[src/rtl/l2_burst_responder_pkg.sv]
// Shared LC-3b types for the L2 burst responder: word/line/beat types,
// the responder state encoding and a line-alignment helper.
package lc3b_types;

    typedef logic [15:0]  lc3b_word;
    typedef logic [127:0] lc3b_l1_line;
    typedef logic [31:0]  lc3b_mem_beat;

    typedef enum logic [1:0] {
        IDLE,
        BURST,
        RESP,
        DRAIN
    } l2_burst_state_t;

    // A 128-bit line spans 16 bytes, so the low 4 address bits are the offset.
    localparam lc3b_word LINE_ADDR_MASK = 16'hFFF0;

    // Clear the byte-offset bits so the burst always starts on a line boundary.
    function automatic lc3b_word line_align(input lc3b_word addr);
        return addr & LINE_ADDR_MASK;
    endfunction

endpackage

[src/rtl/l2_burst_responder_counter.sv]
// Beat counter for one memory burst: cleared at acceptance, advanced on each
// completed beat, flags the final beat so the FSM knows when to leave BURST.
module burst_beat_counter #(
    parameter int NBEATS = 4,
    parameter int CNT_W  = $clog2(NBEATS)
) (
    input  logic             clk,
    input  logic             reset_n,
    input  logic             clear,
    input  logic             incr,
    output logic [CNT_W-1:0] cnt,
    output logic             last
);

    logic [CNT_W-1:0] cnt_q;
    logic [CNT_W-1:0] cnt_d;

    // Next count: clear wins, otherwise advance; wrap happens naturally past the last beat.
    always_comb begin
        cnt_d = cnt_q;
        if (clear) begin
            cnt_d = '0;
        end else if (incr) begin
            cnt_d = cnt_q + 1'b1;
        end
    end

    // Count register, dropped asynchronously on reset.
    always_ff @(posedge clk or negedge reset_n) begin
        if (!reset_n) begin
            cnt_q <= '0;
        end else begin
            cnt_q <= cnt_d;
        end
    end

    assign cnt  = cnt_q;
    assign last = (cnt_q == CNT_W'(NBEATS - 1));

endmodule

[src/rtl/l2_burst_responder.sv]
// L2-side responder: accepts one line read/write from the L1 arbiter, runs it
// as an NBEATS-beat burst on the narrow memory port, then pulses l2_resp once.
// Every output is decoded from registers only, so no input reaches an output
// combinationally.
module l2_burst_responder
    import lc3b_types::*;
#(
    parameter int LINE_W = 128,
    parameter int BEAT_W = 32
) (
    input  logic              clk,
    input  logic              reset_n,
    input  lc3b_word          l2_address,
    input  logic              l2_read,
    input  logic              l2_write,
    input  logic [LINE_W-1:0] l2_wdata,
    output logic [LINE_W-1:0] l2_rdata,
    output logic              l2_resp,
    output lc3b_word          mem_address,
    output logic              mem_read,
    output logic              mem_write,
    output logic [BEAT_W-1:0] mem_wdata,
    input  logic [BEAT_W-1:0] mem_rdata,
    input  logic              mem_resp
);

    localparam int NBEATS = LINE_W / BEAT_W;
    localparam int CNT_W  = $clog2(NBEATS);

    l2_burst_state_t   state_q,    state_d;
    logic              op_write_q, op_write_d;
    lc3b_word          addr_q,     addr_d;
    logic [LINE_W-1:0] wline_q,    wline_d;
    logic [LINE_W-1:0] rdata_q,    rdata_d;

    logic              cnt_clear;
    logic              cnt_incr;
    logic [CNT_W-1:0]  cnt;
    logic              cnt_last;

    burst_beat_counter #(
        .NBEATS (NBEATS),
        .CNT_W  (CNT_W)
    ) u_beat_cnt (
        .clk     (clk),
        .reset_n (reset_n),
        .clear   (cnt_clear),
        .incr    (cnt_incr),
        .cnt     (cnt),
        .last    (cnt_last)
    );

    // Next-state, request latching, read-beat assembly and output decode.
    always_comb begin
        state_d     = state_q;
        op_write_d  = op_write_q;
        addr_d      = addr_q;
        wline_d     = wline_q;
        rdata_d     = rdata_q;
        cnt_clear   = 1'b0;
        cnt_incr    = 1'b0;
        mem_read    = 1'b0;
        mem_write   = 1'b0;
        l2_resp     = 1'b0;
        mem_address = addr_q;
        mem_wdata   = '0;

        // Current write beat: slice cnt of the latched line, beat 0 in the LSBs.
        for (int b = 0; b < NBEATS; b++) begin
            if (cnt == CNT_W'(b)) begin
                mem_wdata = wline_q[b*BEAT_W +: BEAT_W];
            end
        end

        case (state_q)
            IDLE: begin
                // A simultaneous read and write is treated as a write.
                if (l2_read || l2_write) begin
                    op_write_d = l2_write;
                    addr_d     = line_align(l2_address);
                    wline_d    = l2_wdata;
                    cnt_clear  = 1'b1;
                    state_d    = BURST;
                end
            end
            BURST: begin
                mem_read  = !op_write_q;
                mem_write = op_write_q;
                if (mem_resp) begin
                    cnt_incr = 1'b1;
                    if (!op_write_q) begin
                        for (int b = 0; b < NBEATS; b++) begin
                            if (cnt == CNT_W'(b)) begin
                                rdata_d[b*BEAT_W +: BEAT_W] = mem_rdata;
                            end
                        end
                    end
                    if (cnt_last) begin
                        state_d = RESP;
                    end
                end
            end
            RESP: begin
                l2_resp = 1'b1;
                state_d = DRAIN;
            end
            DRAIN: begin
                // The arbiter drops its request a cycle late; wait for it so
                // the stale level cannot launch a second burst.
                if (!l2_read && !l2_write) begin
                    state_d = IDLE;
                end
            end
            default: begin
                state_d = IDLE;
            end
        endcase
    end

    // State and line registers; reset clears everything so all outputs drop at once.
    always_ff @(posedge clk or negedge reset_n) begin
        if (!reset_n) begin
            state_q    <= IDLE;
            op_write_q <= 1'b0;
            addr_q     <= '0;
            wline_q    <= '0;
            rdata_q    <= '0;
        end else begin
            state_q    <= state_d;
            op_write_q <= op_write_d;
            addr_q     <= addr_d;
            wline_q    <= wline_d;
            rdata_q    <= rdata_d;
        end
    end

    assign l2_rdata = rdata_q;

endmodule

[config.mk]
export PLATFORM = sky130hd
export DESIGN_NAME = l2_burst_responder
export DESIGN_NICKNAME = d
export VERILOG_FILES = /design/src/rtl/l2_burst_responder_pkg.sv /design/src/rtl/l2_burst_responder_counter.sv /design/src/rtl/l2_burst_responder.sv
export SDC_FILE = /design/constraint.sdc
export NUM_CORES = 1
export LEC_CHECK = 0
export CORE_UTILIZATION = 35
export CTS_BUF_LIST = sky130_fd_sc_hd__clkbuf_8 sky130_fd_sc_hd__clkbuf_16
export DETAILED_ROUTE_END_ITERATION = 16
export GPL_ROUTABILITY_DRIVEN = 0
export HOLD_SLACK_MARGIN = 0.02
export PLACE_DENSITY = 0.66
export SLEW_MARGIN = 30
export SYNTH_ARGS = -nofsm -noshare
export SYNTH_HDL_FRONTEND = slang
export SYNTH_HIERARCHICAL = 1
export SYNTH_SLANG_ARGS = --single-unit
[constraint.sdc]
create_clock -name clk -period 2.1 [get_ports clk]
set_clock_uncertainty 0.05 [all_clocks]
set_input_delay 0.63 -clock clk [delete_from_list [all_inputs] [get_ports clk]]
set_output_delay 0.63 -clock clk [all_outputs]
set_load 0.005 [all_outputs]
# ---- Yosys cells after proc, flatten, opt, wreduce, memory -nomap -nowiden
# Cells that the tools add are included.
dict set report op_classes {
  mux 18
  reduce_logical 14
  n_eq_ne 10
  bitwise 1
  add_sub_neg 1
}
# operator n
set op_table {}
lappend op_table {{32-bit two-way mux} 4}
lappend op_table {{4-bit AND reduction} 5}
lappend op_table {{2-bit two-way mux} 6}
lappend op_table {{2-bit == test (second input constant)} 4}
lappend op_table {{2-bit != test (second input constant)} 4}
lappend op_table {{2-bit case mux with 4 select lines} 1}
lappend op_table {{1-bit two-way mux} 7}
lappend op_table {{2-bit by 1-bit == test with 1-bit output (second input constant)} 2}
lappend op_table {{2-bit zero test} 2}
lappend op_table {{1-bit zero test} 3}
lappend op_table {{2-bit by 1-bit adder with 2-bit output (second input constant)} 1}
lappend op_table {{2-bit AND reduction} 1}
lappend op_table {{2-bit nonzero test} 1}
lappend op_table {{1-bit logical AND} 1}
lappend op_table {{1-bit logical OR} 1}
lappend op_table {{1-bit NOT} 1}
dict set report word_totals {
  elab_cells 53
  ff_bits 273
  output_inout_bits 179
  input_bits 181
}

# ---- Longest topological paths before layout
dict set report logic_depth {
  word_depth 5
  ltp_mapped 7
  depth_no_buf 5
}

# ---- Modules after synthesis
# Netlist, hierarchy kept.
# mod n_inst area_each_um2 cells_each seq_area_each_um2
set modules_own_cells {}
lappend modules_own_cells {l2_burst_responder 1 11063.1 641 6781.5}
lappend modules_own_cells {burst_beat_counter 1 88.8 7 50.0}

# ---- Worst setup path after synthesis
# No wires, ideal clock.
dict set report synth_timing {
  kind {register to output}
  start {reg u_beat_cnt.cnt_q[0], in the netlist u_beat_cnt/cnt[0]}
  end {out mem_wdata[10]}
  path_stages_with_launch 4
  n_path_buf 2
  setup_slack_ns 0.063
  t_arrival_ns 1.357
  path_cell_list {dfrtp_1 > buf_6 > buf_2 > mux4_2}
}
dict set report synth_via {
  elab_chain_cells 5
  word_cells_on_any_way 8
  cone_classes {3 x eq/ne; 4 x mux; 1 x reduce/logical}
}
# element line
set synth_lines {}
lappend synth_lines {{start, declared} l2_burst_responder_counter.sv:15} ;# logic [CNT_W-1:0] cnt_q;
lappend synth_lines {{start signal, assigned} l2_burst_responder_counter.sv:33} ;# cnt_q <= cnt_d;
lappend synth_lines {{2-bit zero test} l2_burst_responder.sv:70} ;# if (cnt == CNT_W'(b)) begin
lappend synth_lines {{32-bit two-way mux (3 in series)} l2_burst_responder.sv:70}
lappend synth_lines {{32-bit two-way mux *} l2_burst_responder.sv:70}
lappend synth_lines {{end, declared} l2_burst_responder.sv:22} ;# output logic [BEAT_W-1:0] mem_wdata,
# Every way passes the cells marked *; elsewhere a longest branch is shown, timed or not.

# ---- Worst setup path in the final report
dict set report layout_timing {
  start {reg u_beat_cnt.cnt_q[0], in the netlist u_beat_cnt/cnt[0]}
  end {out mem_wdata[27]}
}
# Same word-level chain as after synthesis.

==> qor.txt <==
==========================================================================================
Count of cells along the worst hold path                                                 1
Post-synthesis sequential area ratio                                                 0.613
Data required, critical path                                                       1.42 ns
Setup repair after global routing missed its margin                                    yes
RR Endpoint                                                                   wline_q[38]$_DFFE_PN0P_
Placed insts                                                                          1400
Number of endpoints with negative hold slack in the final report                         0
# IOs                                                                                  360
Slowest stage delay, CP                                                            0.50 ns
Largest area contributor in the netlist                                       sky130_fd_sc_hd__dfrtp_1
Pre-CTS worst setup slack                                                        -0.317 ns
Async set or reset register ratio after synthesis                                     1.00
Post-Synth Simple-Gate Area                                                         0.0120
Final critical path time including I/O delays and setup                            2.63 ns
Effective utilization at floorplan                                                   0.360
Syn avg cell area                                                                 17.2 um2
Post-synthesis cell type count                                                          25
Critical path class                                                             reg -> out
List of cells traversed by the critical path                                  buf_12, buf_12, buf_6, mux4_2, buf_6
Crit path capture type                                                         output port
DRC errors left                                                                          0
Clock-pin transition on the worst setup and hold timing paths                      0.06 ns
Critical R2R Launch                                                           state_q[0]$_DFFE_PN0P_
Final worst path period share                                                         1.25
Initial antenna violation count                                                          5
Number of instances in the synthesized netlist                                         648
Top Family by Delay on Critical Path                                          buffers and inverters
Number of cell rows                                                                     64
Path type of the worst min-delay path                                           reg -> reg
Category of the worst setup path launch point                                         flop
Most common library cells after synthesis                                     sky130_fd_sc_hd__dfrtp_1, sky130_fd_sc_hd__mux2_2, sky130_fd_sc_hd__mux4_2, sky130_fd_sc_hd__buf_4
Share of synthesized cell area in full adder, half adder and majority cells        0.00673
Final std cells w/o fill                                                              1480
Number of buffers between clock root and the deepest sink                                3
Most common flop cell mapped by yosys                                         sky130_fd_sc_hd__dfrtp_1
Net count, final                                                                      1248
I/O Buffers                                                                            351
Post-DR vias/cell                                                                     4.79
Number of failing setup endpoints in the final timing report                            34
Number of DRC markers after the initial detailed-route iteration                       192
First-pass GRT wire length                                                        44300 um
Worst reg2reg path depth                                                                 8
Crit path max fanout                                                                     6
Yosys warns                                                                              6
Via count of the routed design                                                        7089
Final Power                                                                        24.6 mW
Power Dens Cells                                                               1470 mW/mm2
Detailed-placement wirelength estimate                                            20100 um
Average wire length per cell after detail routing                                  18.9 um
Grt total ovfl                                                                           0
Cell with the biggest individual delay on the critical path                   sky130_fd_sc_hd__mux4_2
Standard cell area after detailed placement                                     0.0155 mm2
Cell area after synthesis                                                       0.0112 mm2
Reported max-cap violation count                                                         0
Number of inserted filler cells in the final layout                                   2611
DR pass1 iterations                                                                      4
Leakage power summed over all cells                                                7.97 nW
Die boundary height                                                                 181 um
TritonCTS buffer count                                                                  29
Multi-input combinational cell area                                            0.00408 mm2
TNS Setup                                                                        -15.02 ns
Fraction of synthesized cell area in xor and xnor cells                           0.000785
Post-synthesis mux area share                                                        0.338
Core area                                                                       0.0310 mm2
Run status                                                                    complete, but fails checks
Cell with the most instances after synthesis                                  sky130_fd_sc_hd__dfrtp_1
R2r setup slk                                                                      0.17 ns
Maximum resistive drop on vdd                                                   0.000857 V
Fin util                                                                             0.540
Largest net degree at the start of global routing                                       65
Violations in the final reports                                               negative setup slack
Compound-Gate Fraction of Synth Area                                               0.00236
Die extent in x                                                                     181 um
H-Tree Depth                                                                             1
Capture endpoint of the worst hold path                                       l2_rdata[34]$_DFFE_PN0P_
Total wire length after detailed routing                                          28000 um
CTS root buffer                                                               sky130_fd_sc_hd__clkbuf_16
Clock sink count                                                                       273
Post-synth top area share                                                            0.613
Antenna violation net count after detailed routing                                       0
Via count of the first global-routing pass                                            7612
Data arrival time of the worst path                                                1.95 ns
Share of final-layout standard cells stronger than drive strength 1                  0.419
Final setup margin                                                               -0.528 ns
Min Hold Slack                                                                    0.428 ns
Post-route cell area                                                            0.0167 mm2
Area Overhead vs Synth                                                               50.0%
CTS tree                                                                               yes
Main combinational cell family by area after synthesis                        multiplexers
Levels on crit path                                                                      5
Fmax                                                                               380 MHz
Number of flops mapped to enable cells by yosys                                          0
Storage cell area                                                              0.00683 mm2
Count of final max-slew check failures                                                   0
Total GRT Usage                                                                      0.174
Insertion delay of the later-clocked pin in the worst-skew pair                    0.54 ns
Leading cell types by total area after synthesis                              sky130_fd_sc_hd__dfrtp_1, sky130_fd_sc_hd__mux2_2, sky130_fd_sc_hd__mux4_2, sky130_fd_sc_hd__buf_4, sky130_fd_sc_hd__mux2_1
Count of state elements after synthesis                                                273
Startpoint of the most critical hold path                                     l2_rdata[34]$_DFFE_PN0P_
Full die area                                                                   0.0326 mm2
Buffering stage count on the worst path with inverters included                          4
==========================================================================================
## routing by layer
metal	vias to the layer above	global-route usage	routed length [um]
met5	-	0	38
met4	6	0.0434	673
met3	50	0.0679	2660
met2	268	0.298	13700
met1	3596	0.204	10900
li1	3169	-	-
## kinds of logic (layout without fill, tap and decap cells)
group,after synthesis,count (layout)
buffers and inverters,43,473
AND/OR/NAND/NOR,18,18
other,1,7
adder cells (fa/ha/maj),6,6
multiplexers,303,303
AO/OA/AOI/OAI,3,3
flip-flops,273,273
XOR/XNOR,1,1
## cell type report
class,count,area share
clock buffer,37,0.0500
multi-input combinational,335,0.244
tap,396,0.0296
inverter,3,0.000823
clock inverter,14,0.00741
timing repair buffer,419,0.259
sequential,273,0.409
antenna,3,0.000449
## placed cells by master (no fill, tap or decap), drive strengths merged, types with 3 or more instances in the layout
cell / n
dfrtp: 273
mux2: 269
clkdlybuf4s50: 179
buf: 103
dlygate4sd2: 98
dlymetal6s2s: 38
clkbuf: 37
mux4: 32
inv: 10
ha: 6
nand2: 5
nor2: 5
conb: 4
diode: 3
clkinvlp: 3
## worst max-delay path by stage
stage,start,endpoint,slack [ns]
2_1_floorplan,u_beat_cnt/cnt[0]$_DFFE_PN0P_,mem_wdata[10],0.06
3_3_place_gp,mem_resp,l2_rdata[70]$_DFFE_PN0P_,-0.30
3_5_place_dp,mem_resp,l2_rdata[87]$_DFFE_PN0P_,-0.32
4_1_cts,u_beat_cnt/cnt[0]$_DFFE_PN0P_,mem_wdata[0],-0.66
5_1_grt,u_beat_cnt/cnt[0]$_DFFE_PN0P_,mem_wdata[27],-0.59
6_report,u_beat_cnt/cnt[0]$_DFFE_PN0P_,mem_wdata[27],-0.53
## report_power, final
part | internal (mW) | leakage (nW) | switching (mW)
Sequential | 7.90 | 3.33 | 1.26
Combinational | 6.77 | 4.15 | 3.54
Clock | 3.02 | 0.488 | 2.08
## what timing repair did
item,CTS,global route
endpoints found under the setup margin,135,73
endpoints found under the hold margin,27,0
gates resized for setup,267,55
pin swaps,1,2
buffers inserted,19,6
cloned,2,0
hold buffers,1,0
## state kept, by name, summed over array words and instances, names as in the netlist
signal,count
l2_rdata,128
mem_address,12
op_write_q,1
state_q,2
u_beat_cnt/cnt,2
wline_q,128
## worst reg2reg max path, cell delays in order (launching register included)
cell                      delay (ns)
sky130_fd_sc_hd__dfrtp_1        0.38
sky130_fd_sc_hd__buf_6          0.12
sky130_fd_sc_hd__inv_4          0.04
sky130_fd_sc_hd__buf_4          0.12
sky130_fd_sc_hd__ha_1           0.25
sky130_fd_sc_hd__o21ai_4        0.09
sky130_fd_sc_hd__buf_12         0.21
sky130_fd_sc_hd__buf_12         0.20
sky130_fd_sc_hd__mux2_2         0.35
Power figures use the tool's default switching activity.
